## src/rtl/eda_pkg.sv

```systemverilog
// Shared window geometry for the neighbour push stage: offsets of the 8 neighbours,
// the linear address helper and the lowest-set-bit encoder.
package eda_pkg;

  localparam int NEIGH_CNT = 8;

  // Row/column offsets indexed by mask bit k (window position 4, the centre, is skipped).
  localparam int NEIGH_DR [0:NEIGH_CNT-1] = '{-1, -1, -1, 0, 0, 1, 1, 1};
  localparam int NEIGH_DC [0:NEIGH_CNT-1] = '{-1, 0, 1, -1, 1, -1, 0, 1};

  function automatic logic [31:0] neigh_addr(input logic [31:0] center, input logic [2:0] k,
                                             input int n);
    return center + 32'(NEIGH_DR[k] * n + NEIGH_DC[k]);
  endfunction

  function automatic logic [2:0] lowest_set(input logic [NEIGH_CNT-1:0] m);
    logic [2:0] idx;
    idx = '0;
    for (int i = NEIGH_CNT - 1; i >= 0; i--) begin
      if (m[i]) idx = 3'(i);
    end
    return idx;
  endfunction

endpackage

```

## src/rtl/eda_addr_fifo.sv

```systemverilog
// Show-ahead circular FIFO: head visible combinationally, 1-cycle write-to-read latency.
// Writes are refused while full (even with a concurrent pop); pops while empty set sticky pop_err.
module eda_addr_fifo #(
  parameter int DW    = 8,
  parameter int DEPTH = 16,
  parameter int CW    = $clog2(DEPTH + 1)
) (
  input  logic          clk,
  input  logic          reset,
  input  logic          push,
  input  logic [DW-1:0] push_dat,
  input  logic          pop,
  output logic [DW-1:0] pop_dat,
  output logic          empty,
  output logic          full,
  output logic [CW-1:0] count,
  output logic          pop_err
);

  localparam int PW = $clog2(DEPTH);

  logic [DW-1:0] mem [DEPTH];
  logic [PW-1:0] wr_ptr;
  logic [PW-1:0] rd_ptr;
  logic          do_push;
  logic          do_pop;
  logic [CW-1:0] count_nxt;

  assign do_push   = push & ~full;
  assign do_pop    = pop & ~empty;
  assign count_nxt = count + CW'(do_push) - CW'(do_pop);
  assign pop_dat   = mem[rd_ptr];

  always_ff @(posedge clk) begin
    if (do_push) mem[wr_ptr] <= push_dat;
  end

  always_ff @(posedge clk) begin
    if (reset) begin
      wr_ptr  <= '0;
      rd_ptr  <= '0;
      count   <= '0;
      empty   <= 1'b1;
      full    <= 1'b0;
      pop_err <= 1'b0;
    end else begin
      if (do_push) wr_ptr <= wr_ptr + PW'(1);
      if (do_pop)  rd_ptr <= rd_ptr + PW'(1);
      count <= count_nxt;
      empty <= (count_nxt == '0);
      full  <= (count_nxt == CW'(DEPTH));
      if (pop && empty) pop_err <= 1'b1;
    end
  end

endmodule

```

## src/rtl/eda_neigh_push.sv

```systemverilog
// Serializes the comparator's push mask lowest-first into neighbour addresses in a FIFO;
// one push per cycle, visible after the edge; stalls with mask bits pending while the FIFO is full.
module eda_neigh_push
  import eda_pkg::*;
#(
  parameter int M            = 16,
  parameter int N            = 16,
  parameter int WINDOW_WIDTH = 9,
  parameter int ADDR_WIDTH   = $clog2(M * N),
  parameter int FIFO_DEPTH   = 16,
  parameter int CNT_WIDTH    = $clog2(FIFO_DEPTH + 1)
) (
  input  logic                    clk,
  input  logic                    reset,
  input  logic                    new_pixel,
  input  logic [ADDR_WIDTH-1:0]   center_addr,
  input  logic [WINDOW_WIDTH-2:0] push_positions,
  output logic [WINDOW_WIDTH-2:0] iterated_idx,
  input  logic                    pop,
  output logic [ADDR_WIDTH-1:0]   pop_addr,
  output logic                    fifo_empty,
  output logic                    fifo_full,
  output logic [CNT_WIDTH-1:0]    fifo_count,
  output logic                    busy,
  output logic                    pop_err
);

  localparam int MW = WINDOW_WIDTH - 1;

  logic                  push_en;
  logic [2:0]            sel_k;
  logic [ADDR_WIDTH-1:0] sel_addr;

  assign busy     = |push_positions;
  assign push_en  = busy & ~fifo_full & ~new_pixel;
  assign sel_k    = lowest_set(push_positions);
  assign sel_addr = ADDR_WIDTH'(neigh_addr(32'(center_addr), sel_k, N));

  // The comparator drops bit k one cycle later, once it sees it here.
  always_ff @(posedge clk) begin
    if (reset || new_pixel) begin
      iterated_idx <= '0;
    end else if (push_en) begin
      iterated_idx <= iterated_idx | (MW'(1) << sel_k);
    end
  end

  eda_addr_fifo #(
    .DW    (ADDR_WIDTH),
    .DEPTH (FIFO_DEPTH),
    .CW    (CNT_WIDTH)
  ) u_fifo (
    .clk      (clk),
    .reset    (reset),
    .push     (push_en),
    .push_dat (sel_addr),
    .pop      (pop),
    .pop_dat  (pop_addr),
    .empty    (fifo_empty),
    .full     (fifo_full),
    .count    (fifo_count),
    .pop_err  (pop_err)
  );

endmodule

```

## config.mk

```make
export PLATFORM = sky130hd
export DESIGN_NAME = eda_neigh_push
export DESIGN_NICKNAME = d
export VERILOG_FILES = /design/src/rtl/eda_pkg.sv /design/src/rtl/eda_addr_fifo.sv /design/src/rtl/eda_neigh_push.sv
export SDC_FILE = /design/constraint.sdc
export NUM_CORES = 1
export LEC_CHECK = 0
export ABC_AREA = 1
export BUFFER_PORTS_ARGS = -buffer_cell sky130_fd_sc_hd__buf_2
export CAP_MARGIN = 20
export CORE_MARGIN = 1
export CORE_UTILIZATION = 45
export DETAILED_ROUTE_END_ITERATION = 8
export GPL_TIMING_DRIVEN = 0
export PLACE_DENSITY_LB_ADDON = 0.1
export SYNTH_ARGS = -nofsm -noshare
export SYNTH_HDL_FRONTEND = slang
export SYNTH_SLANG_ARGS = --single-unit
```

## constraint.sdc

```tcl
create_clock -name clk -period 3.2 [get_ports clk]
set_input_delay 0.48 -clock clk [delete_from_list [all_inputs] [get_ports clk]]
set_output_delay 0.48 -clock clk [all_outputs]
set_load 0.005 [all_outputs]
```

# Yosys cells after proc, flatten, opt, wreduce, memory -nomap -nowiden
# Memories as Yosys holds them, arrays and structs flattened. A register that Yosys moved wholly into a read port is not among the register bits.
# Index checks and enable logic that the tools add are counted.
# W data, S select, Z words.
[classes]
n_addsub = 6
n_lt_le_gt_ge = 1
n_eq_ne = 1
shifts = 1
n_mux = 16
bitwise_logic = 9
n_reduce_logical = 4
[op_table]
columns = ["op", "n"]
rows = [
  ["$mux W3", 8],
  ["$add A8 B8 Y8", 2],
  ["$mux W4", 4],
  ["$mux W8", 2],
  ["$add A4 B1 Y4 const B", 2],
  ["$or A8 B8 Y8", 1],
  ["$reduce_or A8 Y1", 1],
  ["$shl A1 B3 Y8 const A", 1],
  ["$add A5 B1 Y5", 1],
  ["$eq A5 B5 Y1 const B", 1],
  ["$logic_not A5 Y1", 1],
  ["$sub A5 B1 Y5", 1],
  ["$and A1 B1 Y1", 4],
  ["$ge A4 B4 Y1 const B", 1],
  ["$not A3 Y4", 1],
  ["$not A1 Y1", 3],
  ["$mux W1", 2],
  ["$logic_and A1 B1 Y1", 1],
  ["$logic_or A1 B1 Y1", 1],
]
[totals]
reg_bits = 24
ram_bits = 128
rom_bits = 512
inputBits = 20
output_inout_bits = 25
word_cells = 48
memories = 3
[mem_list]
columns = ["memory", "depth", "word_bits", "rd", "rd_ports_with_merged_regs", "write_ports", "line", "text"]
rows = [
  ["(name not given)", 8, 32, 1, 0, 0, "eda_pkg.sv:13", "return center + 32'(NEIGH_DR[k] * n + NEIGH_DC[k]);"],
  ["(name not given)", 8, 32, 1, 0, 0, "eda_pkg.sv:13", ""],
  ["u_fifo.mem", 16, 8, 1, 1, 1, "eda_addr_fifo.sv:22", "logic [DW-1:0] mem [DEPTH];"],
]

# Logic depth before layout (Yosys ltp)
[depth]
depth_word = 14
mapped_depth = 20
depth_no_buf = 20

# Cells and area by module
# A second synthesis with hierarchy kept.
[hier_totals]
hier_cells = 794
hier_area_um2 = 7470.9
[by_module_without_submodules]
columns = ["module", "instances", "cells_each", "area_per_inst_um2"]
rows = [
  ["eda_addr_fifo", 1, 646, 6418.7],
  ["eda_neigh_push", 1, 148, 1052.3],
]

# Least setup slack after synthesis
# OpenSTA, ideal clock, no wires.
[synth_timing]
kind = "input to register"
startpoint = "input push_positions[4]"
endpoint = "memory u_fifo.mem[0][7] (data pin)"
setup_time_ns = 0.320
arrival_ns = 3.109
required_time_ns = 2.880
path_slack_ns = -0.229
cell_stages = 17
n_path_buf = 0
cell_sequence = "o311a_1 -> nor2_1 -> inv_1 -> ha_1 -> nand2_4 -> nand2_4 -> ha_1 -> ha_1 -> fa_1 -> nand3_1 -> nand2_1 -> nand2_1 -> nand2_1 -> a21oi_1 -> inv_1 -> nand2_1 -> nand2_1"
[synth_via]
elab_chain_len = 11
[synth_rtl]
columns = ["item", "line", "text"]
rows = [
  ["from (decl)", "eda_neigh_push.sv:17", "input logic [WINDOW_WIDTH-2:0] push_positions,"],
  ["$mux W3 * (5 in a row)", "eda_pkg.sv:20", "if (m[i]) idx = 3'(i);"],
  ["$not A3 Y4 (implied by the code) *", "eda_pkg.sv:13", ""],
  ["$mem_v2 Z8 W32", "--", ""],
  ["$mux W8 (implied by the code) / $mux W4 (equally long branches) (2 in a row)", "eda_pkg.sv:13", ""],
  ["$add A8 B8 Y8 * (2 in a row)", "eda_pkg.sv:13", ""],
  ["named net sel_addr[7]", "eda_neigh_push.sv:32", "logic [ADDR_WIDTH-1:0] sel_addr;"],
  ["to (decl)", "eda_addr_fifo.sv:22", ""],
]
# The timed path passes the listed nets; every way through them passes the cells marked *. The select of a mux whose other input is x is not followed.

# Worst setup path after layout
[layout_timing]
startpoint = "input push_positions[5]"
endpoint = "memory u_fifo.mem[15][7] (data pin)"
[layout_via]
elab_chain_len = 12
[layout_rtl]
columns = ["item", "line"]
rows = [
  ["$mux W3 * (6 in a row)", "eda_pkg.sv:20"],
  ["$not A3 Y4 (implied by the code) *", "eda_pkg.sv:13"],
  ["$mem_v2 Z8 W32", "--"],
  ["$mux W8 (implied by the code) / $mux W4 (equally long branches) (2 in a row)", "eda_pkg.sv:13"],
  ["$add A8 B8 Y8 * (2 in a row)", "eda_pkg.sv:13"],
  ["named net sel_addr[7]", "eda_neigh_push.sv:32"],
]
# Marked as above.

==> key figures <==
CTS
  – Worst-skew pair later-pin latency: 420 ps
  – Worst-path clk slew: 60 ps
  – CTS root buf: clkbuf_16
  – Worst-case clock buffer depth: 2
  – CTS HTree Levels: 4
  – Cts bufs inserted: 17
  – Clock Sinks: 156
  – CTS tree: built

STA
  – Fmax: 320 MHz
  – Hold Violations, Final: 0
  – Setup-failing EPs final: 0
  – Skew final: 7.59 ps
  – Measured slew at the worst slew-check pin: 869 ps
  – Final worst-path cycle share: 97.7%
  – Min Hold Slack: 301 ps
  – TNS Setup: 0 ps
  – Max_slew headroom: 41.8%
  – Fin. max-slew vios: 0
  – Tmin final: 3130 ps

Floorplanning
  – Chip width: 127 um
  – I/O pin cnt: 45
  – Row cnt: 45
  – Die area: 16200 sq um
  – Core area: 15300 sq um
  – Starting Density: 46.3%
  – Die outline height: 127 um

GRT
  – Global route overflow: 0
  – Antenna violations before repair: 0
  – Largest net degree at the start of global routing: 17
  – Vias in the first global route: 4548
  – First-pass GRT wire length: 25400 um
  – Tot GR Track Use: 21.7%

Placed design
  – Post-DP Area: 7640 sq um
  – DPL Wire Length: 11300 um
  – PortBufs: 44
  – Routability cong.: 0.843

Layout
  – Ant diodes: 0
  – Layout cell share with drive strength beyond 1: 21.6%
  – Final net count: 718
  – Layout Area Growth over Synthesis: 20.2%
  – Fin area: 8490 sq um
  – Post-layout util: 55.7%

Power and ir drop
  – VDD IR max: 413 uV
  – Final total power: 6440 uW
  – Lkg Pwr: 0.00322 uW
  – Power per Cell Area: 758 nW/um^2

Setup path
  – CP arrival: 3400 ps
  – Max incr delay on CP: 570 ps
  – Crit start category: input pin
  – Crit Path Max Fanout: 8
  – Critical Path RT: 3470 ps
  – CP Cell Sequence: buf_4 > o311a_1 > nor2_4 > inv_2 > ha_4 > nand2_4 > nand2_4 > fa_1 > ha_4 > a21oi_2 > nand2_2 > nand2_1 > nand2_1 > a21oi_2 > buf_4 > nand3_4 > nand2_8
  – Critical Path Slowest Stage Cell: fa_1
  – Crit path kind: in -> reg
  – CP endpoint kind: flop

Routing
  – First-pass detailed-route iteration total: 5
  – DR vias: 4652
  – Antenna-violating nets left: 0
  – Routed WL: 16500 um
  – Drt wl/cell: 18.5 um
  – Via density: 5.22
  – Starting DRT DRC Count: 312
  – DRC errors left: 0

Synthesis
  – Yosys Warn Count: 0
  – Syn Area/Cell: 11.9 sq um
  – Register area share after synthesis: 62.3%
  – Post-Syn Instances: 593
  – Syn Nets: 644
  – Synth Cell Area: 7070 sq um
  – #FFs+latches synth: 156
  – Distinct cells, synth: 38

Worst hold path
  – Worst hold path class: in -> reg

Status
  – Status: finished clean

Job
  – Maxcap violations: 0
## power by group
part           switching [uW]  leakage (uW)  internal [uW]  total, uW
Sequential               56.1       0.00139           2540       2600
Combinational            1170       0.00154            659       1830
Clock                     782      0.000288           1230       2010
Total                    2010       0.00322           4430       6440
## sequential cells by signal, indices dropped and copies added, names as in the netlist, named ones only
| name | cells |
|---|---|
| u_fifo.mem | 128 |
| iterated_idx | 8 |
| u_fifo.count | 5 |
| u_fifo.rd_ptr | 4 |
| u_fifo.wr_ptr | 4 |
| u_fifo.empty | 1 |
| u_fifo.full | 1 |
| u_fifo.pop_err | 1 |
## routing by layer
metal | share of wire [%] | vias up | global-route usage [%] | wire [um]
li1 | - | 2248 | - | -
met1 | 44 | 2267 | 27.9 | 7220
met2 | 50 | 113 | 36.7 | 8230
met3 | 4.4 | 24 | 4.90 | 723
met4 | 1.8 | 0 | 6.72 | 291
met5 | 0 | - | 0 | 0
## cell usage after synthesis
cell | number | area, sq um
a31o_2 | 1 | 8.76
a21oi_1 | 52 | 260
inv_1 | 75 | 282
fa_1 | 3 | 60.1
mux2i_1 | 33 | 330
o21ai_1 | 8 | 40.0
nand3_2 | 3 | 30.0
or2_2 | 1 | 6.26
nor3_1 | 3 | 15.0
nand4_1 | 2 | 12.5
a211oi_1 | 1 | 7.51
edfxtp_1 | 128 | 3840
and3_1 | 1 | 6.26
nand3_1 | 33 | 165
buf_4 | 2 | 15.0
inv_4 | 1 | 6.26
nor2_4 | 2 | 22.5
o311a_1 | 1 | 10.0
buf_6 | 5 | 56.3
o21ai_0 | 33 | 165
xor2_1 | 9 | 78.8
nor2_8 | 1 | 20.0
nand2_2 | 4 | 25.0
nor2_1 | 33 | 124
dfxtp_1 | 28 | 561
nand3b_1 | 1 | 7.51
nand2_4 | 4 | 45.0
o211ai_1 | 32 | 240
nand2_1 | 37 | 139
xnor2_1 | 1 | 8.76
clkbuf_1 | 14 | 52.6
a31oi_1 | 2 | 12.5
buf_2 | 3 | 15.0
buf_8 | 1 | 15.0
nor2_2 | 1 | 6.26
ha_1 | 28 | 350
o21a_1 | 1 | 7.51
inv_2 | 5 | 18.8
## final cells by class
cell class	instances	area [sq um]
Buffer	25	154
Clock buffer	18	429
Clock inverter	14	165
Fill cell	1308	6760
Inverter	81	312
Multi-Input combinational cell	332	2430
Sequential cell	156	4400
Tap cell	211	264
Timing Repair Buffer	54	338
## critical path: cells and delay by family
family	cells	cell delay [ps]
buf+inv	3	350
simple gates	8	830
fa+ha+maj	3	1070
compound gates	3	660
## layout by cell type (no fill, tap or decap), types with 3 or more instances in the layout
master       n
inv_2        9
nand2_2      7
buf_2       44
buf_4       10
xor2_1       6
inv_1       70
nand2_4      5
dfxtp_1     28
a21oi_1     49
nand3_2      4
clkbuf_1    15
inv_6        4
nor3_1       3
o21ai_0     30
xor2_4       3
ha_1        23
o211ai_1    32
buf_8        3
edfxtp_1   128
nor2_4       3
mux2i_1     33
nor2_1      32
bufinv_16    3
nand2_1     32
buf_6        7
nand3_1     30
o21ai_1      9
clkinv_2     3
ha_4         3
clkbuf_16   17
## metrics by stage
step	instances	setup WS, ps
2_1_floorplan	593	5.48
3_3_place_gp	848	-1030
3_5_place_dp	849	-969
4_1_cts	887	6.75
5_1_grt	891	-0.425
6_report	891	73.1
## timing repair
| action | CTS | global route |
|---|---|---|
| gates cloned | 1 | 0 |
| pin swaps | 9 | 18 |
| setup endpoints to repair | 64 | 58 |
| gates resized for setup | 19 | 22 |
| hold buffers | 0 | 0 |
| setup buffers | 5 | 4 |
## worst paths after layout
| kind | startpoint | slack [ps] | cells after the start | endpoint |
|---|---|---|---|---|
| hold / removal | pop | 300 | 3 | u_fifo.pop_err |
| setup reg to reg | u_fifo.full | 890 | 11 | u_fifo.empty |
| setup / recovery | push_positions[5] | 70 | 17 | u_fifo.mem[15][7] |
| hold reg to reg | iterated_idx[4] | 450 | 2 | iterated_idx[4] |
## cell families (layout without fill, tap and decap cells)
family                     Yosys count  after routing  share of synthesized area [%]
adders and majority gates           31             31                           5.81
DFF                                156            156                           62.3
buffers and inverters              106            192                           6.51
xor gates and xnor gates            10             10                           1.24
AOI/OAI and AO/OA                  131            131                           10.6
muxes                               33             33                           4.67
and+or+nand+nor                    126            127                           8.83
No activity file was read; power rests on OpenSTA's default activity.
